==> config.mk <==
export PLATFORM = sky130hd
export DESIGN_NAME = hazard_fwd_ctrl
export DESIGN_NICKNAME = d
export VERILOG_FILES = /design/src/rtl/pipe_pkg.sv /design/src/rtl/fwd_src_sel.sv /design/src/rtl/hazard_fwd_ctrl.sv
export SDC_FILE = /design/constraint.sdc
export NUM_CORES = 1
export LEC_CHECK = 0
export CAP_MARGIN = 20
export CORE_ASPECT_RATIO = 1.25
export CORE_MARGIN = 3
export CORE_UTILIZATION = 45
export DETAILED_ROUTE_END_ITERATION = 8
export GPL_ROUTABILITY_DRIVEN = 0
export PLACE_DENSITY = 0.85
export SLEW_MARGIN = 20
export SYNTH_ARGS = -nofsm -noshare
export SYNTH_HDL_FRONTEND = slang
export SYNTH_SLANG_ARGS = --single-unit
==> constraint.sdc <==
create_clock -name clk -period 5.2 [get_ports clk]
set_clock_uncertainty 0.05 [all_clocks]
set_input_delay 0.52 -clock clk [delete_from_list [all_inputs] [get_ports clk]]
set_output_delay 0.52 -clock clk [all_outputs]
set_load 0.005 [all_outputs]
==> src/rtl/pipe_pkg.sv <==
// Shared pipeline types: EX operand-forward selects and hazard-controller states.
package pipe_pkg;

    typedef enum logic [1:0] {
        FWD_REG = 2'b00,
        FWD_WB  = 2'b01,
        FWD_MEM = 2'b10
    } fwd_sel_t;

    typedef enum logic [1:0] {
        HZ_RUN,
        HZ_MEM_WAIT,
        HZ_TMO
    } hz_state_t;

endpackage

==> src/rtl/fwd_src_sel.sv <==
// Forwarding decision for a single source operand: EX mux select and WB->ID bypass.
module fwd_src_sel
    import pipe_pkg::*;
#(
    parameter int unsigned REG_AW = 5
) (
    input  logic [REG_AW-1:0] ex_rs,
    input  logic [REG_AW-1:0] id_rs,
    input  logic [REG_AW-1:0] ex_mem_rd,
    input  logic              ex_mem_regwrite,
    input  logic              ex_mem_memread,
    input  logic [REG_AW-1:0] mem_wb_rd,
    input  logic              mem_wb_regwrite,
    output fwd_sel_t          fwd_ex,
    output logic              fwd_id
);

    logic mem_src_ok;
    logic wb_src_ok;

    // A load in MEM has no data yet, so it is never a forwarding source.
    assign mem_src_ok = ex_mem_regwrite && !ex_mem_memread && (ex_mem_rd != '0);
    assign wb_src_ok  = mem_wb_regwrite && (mem_wb_rd != '0);

    always_comb begin
        fwd_ex = FWD_REG;
        if (mem_src_ok && (ex_mem_rd == ex_rs)) begin
            fwd_ex = FWD_MEM;
        end else if (wb_src_ok && (mem_wb_rd == ex_rs)) begin
            fwd_ex = FWD_WB;
        end
    end

    assign fwd_id = wb_src_ok && (mem_wb_rd == id_rs);

endmodule

==> src/rtl/hazard_fwd_ctrl.sv <==
// Hazard/forwarding controller: per-source forwarding, load-use bubbles and a
// data-memory wait FSM with timeout, sticky error flag and stall counter.
module hazard_fwd_ctrl
    import pipe_pkg::*;
#(
    parameter int unsigned REG_AW  = 5,
    parameter int unsigned NUM_SRC = 2,
    parameter int unsigned TIMEOUT = 16,
    parameter int unsigned CNT_W   = 16
) (
    input  logic                      clk,
    input  logic                      rst_n,
    input  logic [NUM_SRC*REG_AW-1:0] id_rs,
    input  logic [NUM_SRC-1:0]        id_rs_used,
    input  logic [NUM_SRC*REG_AW-1:0] id_ex_rs,
    input  logic [REG_AW-1:0]         id_ex_rd,
    input  logic                      id_ex_memread,
    input  logic [REG_AW-1:0]         ex_mem_rd,
    input  logic                      ex_mem_regwrite,
    input  logic                      ex_mem_memread,
    input  logic [REG_AW-1:0]         mem_wb_rd,
    input  logic                      mem_wb_regwrite,
    input  logic                      dmem_valid,
    input  logic                      err_clr,
    output logic [NUM_SRC*2-1:0]      fwd_ex,
    output logic [NUM_SRC-1:0]        fwd_id,
    output logic                      stall_if,
    output logic                      stall_id,
    output logic                      flush_ex,
    output logic                      stall_ex,
    output logic                      stall_mem,
    output logic                      flush_wb,
    output logic                      err_timeout,
    output logic [CNT_W-1:0]          stall_cnt
);

    localparam int unsigned       WAIT_W    = (TIMEOUT > 2) ? $clog2(TIMEOUT) : 1;
    localparam logic [WAIT_W-1:0] WAIT_LAST = WAIT_W'(TIMEOUT - 1);

    hz_state_t          state;
    logic [WAIT_W-1:0]  wait_cnt;
    fwd_sel_t           src_fwd_ex [NUM_SRC];
    logic [NUM_SRC-1:0] src_fwd_id;
    logic               load_use;
    logic               mem_busy;
    logic               mem_stall;
    logic               tmo_flush;
    logic               bubble;
    logic               any_stall;

    for (genvar g = 0; g < NUM_SRC; g++) begin : g_src
        fwd_src_sel #(
            .REG_AW(REG_AW)
        ) u_sel (
            .ex_rs           (id_ex_rs[g*REG_AW +: REG_AW]),
            .id_rs           (id_rs[g*REG_AW +: REG_AW]),
            .ex_mem_rd       (ex_mem_rd),
            .ex_mem_regwrite (ex_mem_regwrite),
            .ex_mem_memread  (ex_mem_memread),
            .mem_wb_rd       (mem_wb_rd),
            .mem_wb_regwrite (mem_wb_regwrite),
            .fwd_ex          (src_fwd_ex[g]),
            .fwd_id          (src_fwd_id[g])
        );

        assign fwd_ex[2*g +: 2] = rst_n ? src_fwd_ex[g] : FWD_REG;
        assign fwd_id[g]        = rst_n && src_fwd_id[g];
    end

    always_comb begin
        load_use = 1'b0;
        for (int unsigned i = 0; i < NUM_SRC; i++) begin
            if (id_rs_used[i] && (id_rs[i*REG_AW +: REG_AW] == id_ex_rd)) begin
                load_use = 1'b1;
            end
        end
        load_use = load_use && id_ex_memread && (id_ex_rd != '0);
    end

    assign mem_busy = ex_mem_memread && !dmem_valid;

    always_comb begin
        mem_stall = 1'b0;
        tmo_flush = 1'b0;
        unique case (state)
            HZ_RUN:      mem_stall = mem_busy;
            HZ_MEM_WAIT: mem_stall = !dmem_valid && (wait_cnt != WAIT_LAST);
            HZ_TMO:      tmo_flush = 1'b1;
            default:     mem_stall = 1'b0;
        endcase
    end

    // A memory stall freezes the whole pipe, so the load-use hazard is simply
    // re-evaluated once the pipe moves again; any advancing cycle takes the bubble.
    assign bubble    = load_use && !mem_stall;
    assign any_stall = mem_stall || bubble;

    assign stall_if  = rst_n && any_stall;
    assign stall_id  = rst_n && any_stall;
    assign flush_ex  = rst_n && bubble;
    assign stall_ex  = rst_n && mem_stall;
    assign stall_mem = rst_n && mem_stall;
    assign flush_wb  = rst_n && (mem_stall || tmo_flush);

    always_ff @(posedge clk or negedge rst_n) begin
        if (!rst_n) begin
            state       <= HZ_RUN;
            wait_cnt    <= '0;
            stall_cnt   <= '0;
            err_timeout <= 1'b0;
        end else begin
            unique case (state)
                HZ_RUN: begin
                    if (mem_busy) begin
                        state    <= HZ_MEM_WAIT;
                        wait_cnt <= WAIT_W'(1);
                    end
                end
                HZ_MEM_WAIT: begin
                    if (dmem_valid) begin
                        state    <= HZ_RUN;
                        wait_cnt <= '0;
                    end else if (wait_cnt == WAIT_LAST) begin
                        state    <= HZ_TMO;
                        wait_cnt <= '0;
                    end else begin
                        wait_cnt <= wait_cnt + 1'b1;
                    end
                end
                HZ_TMO: begin
                    state <= HZ_RUN;
                end
                default: begin
                    state    <= HZ_RUN;
                    wait_cnt <= '0;
                end
            endcase

            if (state == HZ_TMO) begin
                err_timeout <= 1'b1;
            end else if (err_clr) begin
                err_timeout <= 1'b0;
            end

            if (any_stall && (stall_cnt != '1)) begin
                stall_cnt <= stall_cnt + 1'b1;
            end
        end
    end

    a_bubble_not_frozen: assert property (@(posedge clk) disable iff (!rst_n)
        !(flush_ex && stall_ex));

    a_tmo_one_cycle: assert property (@(posedge clk) disable iff (!rst_n)
        (state == HZ_TMO) |=> (state == HZ_RUN));

    a_mem_stall_flushes_wb: assert property (@(posedge clk) disable iff (!rst_n)
        stall_mem |-> (flush_wb && stall_if && stall_id && stall_ex));

endmodule

==> results_dict.tcl, run 1 <==
set metrics [dict create \
    htreeDepth 1 \
    clock_latency_ns 0.26 \
    cts.path.max_buffers 2 \
    ios 74 \
    leakagePower_nw 0.958 \
    cp_data_arrival_time_ns 2.87 \
    grt_usage_pct 20.4 \
    cts_hold_buf 0 \
    synth_adder_area_share_pct 1.50 \
    vdd_drop_max_mv 0.203 \
    vias_per_cell 5.22 \
    dp_slack_ns 1.75 \
    fin_ws_ns 1.76 \
    start_util_pct 47.5 \
    postCtsSetupBuffers 0 \
    die_h_um 74.1 \
    yosysWarnings 0 \
    setup_violations 0 \
    grt_first_pass_wirelength_um 7100 \
    fin_cells 288 \
    clk_pin_slew_ns 0.08 \
    port_buffers 73 \
    p_total_mw 0.582 \
    slowest_delay_ns 0.57 \
    yosysTopAreaCellShare_pct 34.5 \
    mostFrequentLayoutCell "clkdlybuf4s50_1" \
    drt_wl_total_um 4210 \
    tritoncts "yes" \
    synth-async-reset-ratio_pct 100 \
    ant_nets 0 \
    grt_pass1_vias 1621 \
    p_per_area_nw_per_um2 237 \
    synth-main-ff-cell "dfrtp_1" \
    netlist_area_sq_um 1670 \
    n_antenna_cell 0 \
    fp-row-count 24 \
    drtIter0Drc 44 \
    design_area_sq_um 2460 \
    synth_edf_count 0 \
    synth_compound_area_share_pct 6.07 \
    drc 0 \
    clock_sinks 23 \
    die_area_sq_um 4480 \
    finish.net_count 297 \
    dpl-instance-area_sq_um 2410 \
    report.final.slew_viol_count 0 \
    max_slew_margin_pct 71.6 \
    tns_ns 0 \
    cp_slowest_cell "clkdlybuf4s50_1" \
    netlist_instances 179 \
    drive_gt1_share_pct 4.42 \
    fillers 280 \
    cp-end-kind "output port" \
    synth_seq_area_share_pct 34.5 \
    worst_pin_slew_ns 0.425 \
    hold_class "flip-flop to flip-flop" \
    grt_max_degree 28 \
    synthSimpleGateAreaFrac_pct 23.2 \
    final_util_pct 70.0 \
    cp_cell_sequence "clkdlybuf4s50_1 > buf_4 > o211ai_1 > or4_1 > nor4_1 > clkdlybuf4s50_1" \
    synth_seq_cells 23 \
    hpwl_um 3450 \
    mostFrequentLayoutCells "73 x clkdlybuf4s50_1, 30 x xor2_1, 25 x xnor2_1" \
    ys_top_cells_by_area "dfrtp_1 34%, xor2_1 16%, xnor2_1 13%" \
    core_area_sq_um 3510 \
    first_pass_iters 4 \
    syn_avg_cell_area_sq_um 9.33 \
    rsz0062_at_grt "false" \
    cts_resized 0 \
    path_buf_inv 3 \
    synth_top_family_by_area "XOR/XNOR gates" \
    synth_nets 226 \
    antenna_found_initial 0 \
    rrSetupSlack_ns 3.04 \
    placed_cells 284 \
    synth_area_leader_cell "dfrtp_1" \
    synth.distinct_cells 35 \
    start_kind "primary input" \
    cts_buffers 3 \
    finalCritPeriodShare_pct 66.1 \
    die_w_um 60.5 \
    hold_viol_final 0 \
    cp_max_fo 27 \
    crit_path_frequent_cell "clkdlybuf4s50_1" \
    grt_overflow 0 \
    critPathTopFamily "buffers and inverters" \
    critPathKind "primary input to output port" \
    muxShareOfSynthArea_pct 1.35 \
    wl_per_cell_um 14.6 \
    cts_root_buffer "clkbuf_8" \
    via_count 1504 \
    fmax_mhz 291 \
    min_period_ns 3.44 \
    required_ns 4.63 \
    drv_cap 0 \
    holdWs_ns 0.444 \
    synth-xor-area-share_pct 28.8 \
    status "finished, final reports clean" \
    area_growth_pct 47.2 \
]
## worst paths after layout
kind,startpoint,to,cells after the start
setup / recovery,rst_n,fwd_ex[2],6
hold / removal,stall_cnt[7],stall_cnt[7],1
setup reg to reg,wait_cnt[0],stall_cnt[1],8
hold reg to reg,stall_cnt[7],stall_cnt[7],1
max in group asynchronous,rst_n,stall_cnt[1],2
min in group asynchronous,rst_n,stall_cnt[12],2
## cell usage after synthesis, types with 3 or more instances
cell type  number
xor2_1         30
nand3_1        11
clkbuf_1        4
nor4_1         12
inv_1           5
nand2_1         9
a21oi_1         3
nor4b_1         4
nand4_1         6
buf_4           3
nor3_1          4
xnor2_1        25
or4_1           5
nor2_1          7
dfrtp_1        23
o21ai_0         4
## per-layer routing
metal / GRT usage (%) / routed length, um / vias to the layer above / part of all wire, %
li1: - / - / 767 / -
met1: 24.4 / 1690 / 688 / 40
met2: 37.6 / 2280 / 45 / 54
met3: 2.08 / 186 / 4 / 4.4
met4: 6.27 / 53 / 0 / 1.3
met5: 0 / 0 / - / 0
## registers in the layout (all words and copies together) (netlist names)
signal       count
state            2
wait_cnt         4
err_timeout      1
stall_cnt       16
## final cells by class
type	count	area, sq um	area share (%)
Multi-Input combinational cell	141	1020	41.4
Timing Repair Buffer	75	746	30.3
Sequential cell	23	576	23.4
Tap cell	39	48.8	1.98
Clock buffer	3	41.3	1.68
Inverter	6	23.8	0.967
Clock inverter	1	5.00	0.204
## cells by family (layout without fill, tap and decap cells)
kind of cell	Yosys count	count (layout)
buf+inv	15	85
xor+xnor	55	55
compound gates	15	15
mux	2	2
simple gates	67	67
fa+ha+maj	2	2
flops	23	23
## report_power, final
part / total (mW) / leakage [nW] / switching (mW) / internal [mW]
sequential: 0.258 / 0.292 / 0.0465 / 0.212
combinational: 0.215 / 0.641 / 0.0837 / 0.131
clock: 0.109 / 0.0255 / 0.0557 / 0.0534
total: 0.582 / 0.958 / 0.186 / 0.396
No activity file was read; power rests on OpenSTA's default activity.
==> run 2: changes to the inputs <==
CORE_UTILIZATION = 42   (was 45)
PLACE_DENSITY = 0.8   (was 0.85)
clock period = 3.4 ns   (was 5.2 ns; I/O delays follow)
==> run 2 against run 1 <==
  * Combinational power rose by 53%
  * Sequential share of layout area fell by 0.25 points
  * Core utilization decreased by 4.9 points
  * Wire length decreased by 1.4%
  * Critical path depth stayed put
  * Die area grew 6.5%
  * Sequential power rose by 53%
  * Setup slack lost 1.4 ns
  * Critical endpoint is now fwd_ex[0]
==> results_dict.tcl, run 2 (synthesized netlist as in run 1, its figures left out) <==
set metrics [dict create \
    status "finished, final reports clean" \
    drc 0 \
    grt_pass1_vias 1580 \
    fillers 341 \
    die_h_um 76.5 \
    ant_nets 0 \
    ff_latch_area_sq_um 576 \
    vias_per_cell 5.11 \
    sw_frac_of_total_pct 31.8 \
    p_sw_mw 0.283 \
    multiInputGateArea_sq_um 1020 \
    core_area_sq_um 3820 \
    required_ns 3.01 \
    clk_pin_slew_ns 0.08 \
    ios 74 \
    die_area_sq_um 4770 \
    critPathKind "primary input to output port" \
    rsz0062_at_grt "false" \
    largestRegisters "stall_cnt (16), wait_cnt (4), state (2)" \
    postCtsSetupBuffers 0 \
    clock_sinks 23 \
    min_period_ns 3.04 \
    cts_root_buffer "clkbuf_8" \
    worst_pin_slew_ns 0.416 \
    drt_wl_total_um 4150 \
    tns_ns 0 \
    area_growth_pct 48.8 \
    grt_overflow 0 \
    hold_class "flip-flop to flip-flop" \
    fmax_mhz 329 \
    cts_buffers 3 \
    start_kind "primary input" \
    wl_per_cell_um 13.7 \
    cp_data_arrival_time_ns 2.65 \
    cts_resized 0 \
    drive_gt1_share_pct 4.80 \
    leakagePower_nw 0.963 \
    hpwl_um 3470 \
    p_seq_share_pct 44.2 \
    port_buffers 73 \
    clkPwrFrac_pct 18.9 \
    hold_viol_final 0 \
    setup_violations 0 \
    internal_power_mw 0.607 \
    finish.net_count 298 \
    first_pass_iters 4 \
    cp-end-kind "output port" \
    holdWs_ns 0.435 \
    p_per_area_nw_per_um2 358 \
    grt_usage_pct 17.7 \
    drtIter0Drc 66 \
    tritoncts "yes" \
    max_slew_margin_pct 72.3 \
    vdd_drop_max_mv 0.145 \
    n_antenna_cell 0 \
    report.final.slew_viol_count 0 \
    drv_cap 0 \
    finalCritPeriodShare_pct 89.3 \
    cts_hold_buf 0 \
    antenna_found_initial 0 \
    clock_latency_ns 0.26 \
    start_util_pct 43.8 \
    fp-row-count 25 \
    largest_register_ffs 16 \
    cts.path.max_buffers 2 \
    die_w_um 62.4 \
    mostFrequentLayoutCell "clkdlybuf4s50_1" \
    htreeDepth 1 \
    mostFrequentLayoutCells "73 x clkdlybuf4s50_1, 30 x xor2_1, 25 x xnor2_1" \
    regMostFlops "stall_cnt" \
    via_count 1553 \
    cp_max_fo 5 \
    grt_first_pass_wirelength_um 7060 \
    comb_power_share_pct 36.8 \
    grt_max_degree 27 \
]
-- run 2: area by class of cell --
cell class	count	share of cell area, %
sequential	23	23.2
multi-input combinational	141	41.0
clock inverter	1	0.201
timing repair buffer	76	30.3
clock buffer	3	1.66
tap	54	2.72
inverter	6	0.957
-- run 2: critical path, cell delays in order --
cell	delay, ns
clkdlybuf4s50_1	0.62
or4_1	0.17
o211ai_1	0.12
or4_1	0.55
nor4_1	0.27
clkdlybuf4s50_1	0.58
-- run 2: path summary, 6_finish.rpt --
check	start	slack, ns	endpoint	cells past startpoint
worst max-delay path	mem_wb_rd[0]	0.36	fwd_ex[0]	6
worst min-delay path	wait_cnt[3]	0.43	wait_cnt[3]	1
worst max register to register	wait_cnt[0]	1.19	stall_cnt[14]	9
worst min register to register	wait_cnt[3]	0.43	wait_cnt[3]	1
max in group asynchronous	rst_n	2.62	state[0]	2
min in group asynchronous	rst_n	0.44	stall_cnt[1]	2
-- run 2: per-layer routing --
| layer | global-route usage [%] | part of all wire (%) |
|---|---|---|
| met1 | 21.4 | 42 |
| met2 | 31.9 | 52 |
| met3 | 1.77 | 3.9 |
| met4 | 7.06 | 2.3 |
| met5 | 0 | 0 |
-- run 2: power by group through the flow --
stage / clock, mW / combinational, mW / sequential, mW
after floorplan: 0 / 0.145 / 0.388
after global placement: 0 / 0.324 / 0.397
after detailed placement: 0 / 0.331 / 0.399
after CTS: 0.174 / 0.332 / 0.393
after global routing: 0.188 / 0.358 / 0.406
final: 0.168 / 0.328 / 0.394
-- run 2: stage by stage --
stage / instances / area (sq um) / total power [mW] / worst slack, ns / utilization (%)
2_1_floorplan: 179 / 1670 / 0.533 / 1.43 / -
3_3_place_gp: 300 / 2440 / 0.720 / 0.455 / 63.9
3_5_place_dp: 300 / 2440 / 0.730 / 0.401 / 63.9
4_1_cts: 304 / 2480 / 0.900 / 0.396 / 65.1
5_1_grt: 304 / 2480 / 0.953 / 0.216 / 65.1
6_report: 304 / 2480 / 0.890 / 0.364 / 65.1
==> run 3: changes to the inputs <==
REMOVE_ABC_BUFFERS = 1   (was default)
==> run 3 against run 2 <==
  * Die area stayed put
  * First-iteration DRC count shrank 12%
  * Maximum frequency grew 2.8%
  * Sequential cell count unchanged
  * Critical endpoint is now fwd_ex[2]
  * Global-route usage up 1.3 points
==> results_dict.tcl, run 3 (synthesized netlist as in run 1, its figures left out) <==
set metrics [dict create \
    vdd_drop_max_mv 0.164 \
    fin_cells 304 \
    mostFrequentLayoutCells "73 x clkdlybuf4s50_1, 30 x xor2_1, 25 x xnor2_1" \
    tritoncts "yes" \
    finish.net_count 298 \
    area_growth_pct 48.8 \
    cp_data_arrival_time_ns 2.56 \
    max_slew_margin_pct 73.4 \
    hold_class "primary input to async pin" \
    rsz0062_at_grt "false" \
    grt_first_pass_wirelength_um 7510 \
    grt_overflow 0 \
    largest_register_ffs 16 \
    htreeDepth 1 \
    drt_wl_total_um 4320 \
    worst_pin_slew_ns 0.400 \
    cp_max_fo 5 \
    hold_viol_final 0 \
    placed_cells 300 \
    drc 0 \
    clock_latency_ns 0.27 \
    critPathKind "primary input to output port" \
    port_buffers 73 \
    cp-end-kind "output port" \
    drive_gt1_share_pct 4.80 \
    ant_nets 0 \
    regMostFlops "stall_cnt" \
    drtIter0Drc 58 \
    reg2reg_to "stall_cnt[14]" \
    vias_per_cell 5.11 \
    cts_resized 0 \
    first_pass_iters 4 \
    leakagePower_nw 0.963 \
    r2r_cells 9 \
    fp-row-count 25 \
    cts.path.max_buffers 2 \
    min_period_ns 2.95 \
    postCtsSetupBuffers 0 \
    clock_sinks 23 \
    r2r-start "wait_cnt[0]" \
    status "finished, final reports clean" \
    finalCritPeriodShare_pct 86.8 \
    wl_per_cell_um 14.2 \
    grt_pass1_vias 1608 \
    cts_hold_buf 0 \
    tns_ns 0 \
    rrSetupSlack_ns 1.15 \
    required_ns 3.01 \
    die_h_um 76.5 \
    die_w_um 62.4 \
    antenna_found_initial 0 \
    start_kind "primary input" \
    ios 74 \
    hpwl_um 3600 \
    setup_violations 0 \
    clk_pin_slew_ns 0.08 \
    grt_usage_pct 19.0 \
    die_area_sq_um 4770 \
    drv_cap 0 \
    n_antenna_cell 0 \
    fmax_mhz 339 \
    cts_buffers 3 \
    mostFrequentLayoutCell "clkdlybuf4s50_1" \
    largestRegisters "stall_cnt (16), wait_cnt (4), state (2)" \
    grt_max_degree 27 \
    start_util_pct 43.8 \
    p_per_area_nw_per_um2 361 \
    final_util_pct 65.1 \
    core_area_sq_um 3820 \
    via_count 1552 \
    cts_root_buffer "clkbuf_8" \
    report.final.slew_viol_count 0 \
]
-- run 3: per-stage QoR --
step                instance area (sq um)  total power, mW  worst slack (ns)  hold WS (ns)
finish                               2480            0.897             0.448         0.430
global route                         2480            0.956             0.276         0.465
CTS                                  2480            0.900             0.406         0.440
detailed placement                   2440            0.730             0.411         0.429
global placement                     2440            0.719             0.450         0.416
floorplan                            1620            0.522              1.14      -0.00559
-- run 3: cell type report --
type | count | area (sq um)
Fill cell | 349 | 1330
Multi-Input combinational cell | 141 | 1020
Timing Repair Buffer | 76 | 753
Sequential cell | 23 | 576
Tap cell | 54 | 67.6
Clock buffer | 3 | 41.3
Inverter | 6 | 23.8
Clock inverter | 1 | 5.00
-- run 3: worst max path at each step --
stage                  from      endpoint  slack [ns]  cells after the start
2_1_floorplan  stall_cnt[4]  stall_cnt[1]        1.14                      6
6_report       mem_wb_rd[0]     fwd_ex[2]        0.45                      6
3_3_place_gp   mem_wb_rd[0]     fwd_ex[0]        0.45                      6
4_1_cts        mem_wb_rd[0]     fwd_ex[2]        0.41                      6
5_1_grt        mem_wb_rd[0]     fwd_ex[2]        0.28                      6
3_5_place_dp   mem_wb_rd[0]     fwd_ex[2]        0.41                      6
-- run 3: worst max-delay path, cell delays in order --
cell,delay [ns]
clkdlybuf4s50_1,0.62
or4_1,0.17
o211ai_1,0.13
or4_1,0.54
nor4_1,0.20
clkdlybuf4s50_1,0.56
-- run 3: report_power, final --
group	switching (mW)	total (mW)	internal [mW]
combinational	0.129	0.332	0.203
sequential	0.0686	0.392	0.324
clock	0.0904	0.172	0.0819
total	0.288	0.897	0.609
-- run 3: per-layer routing --
metal / GRT usage (%) / share of wire (%)
met2: 34.6 / 53
met3: 2.36 / 4.5
met4: 7.28 / 1.9
met1: 22.5 / 41
met5: 0 / 0
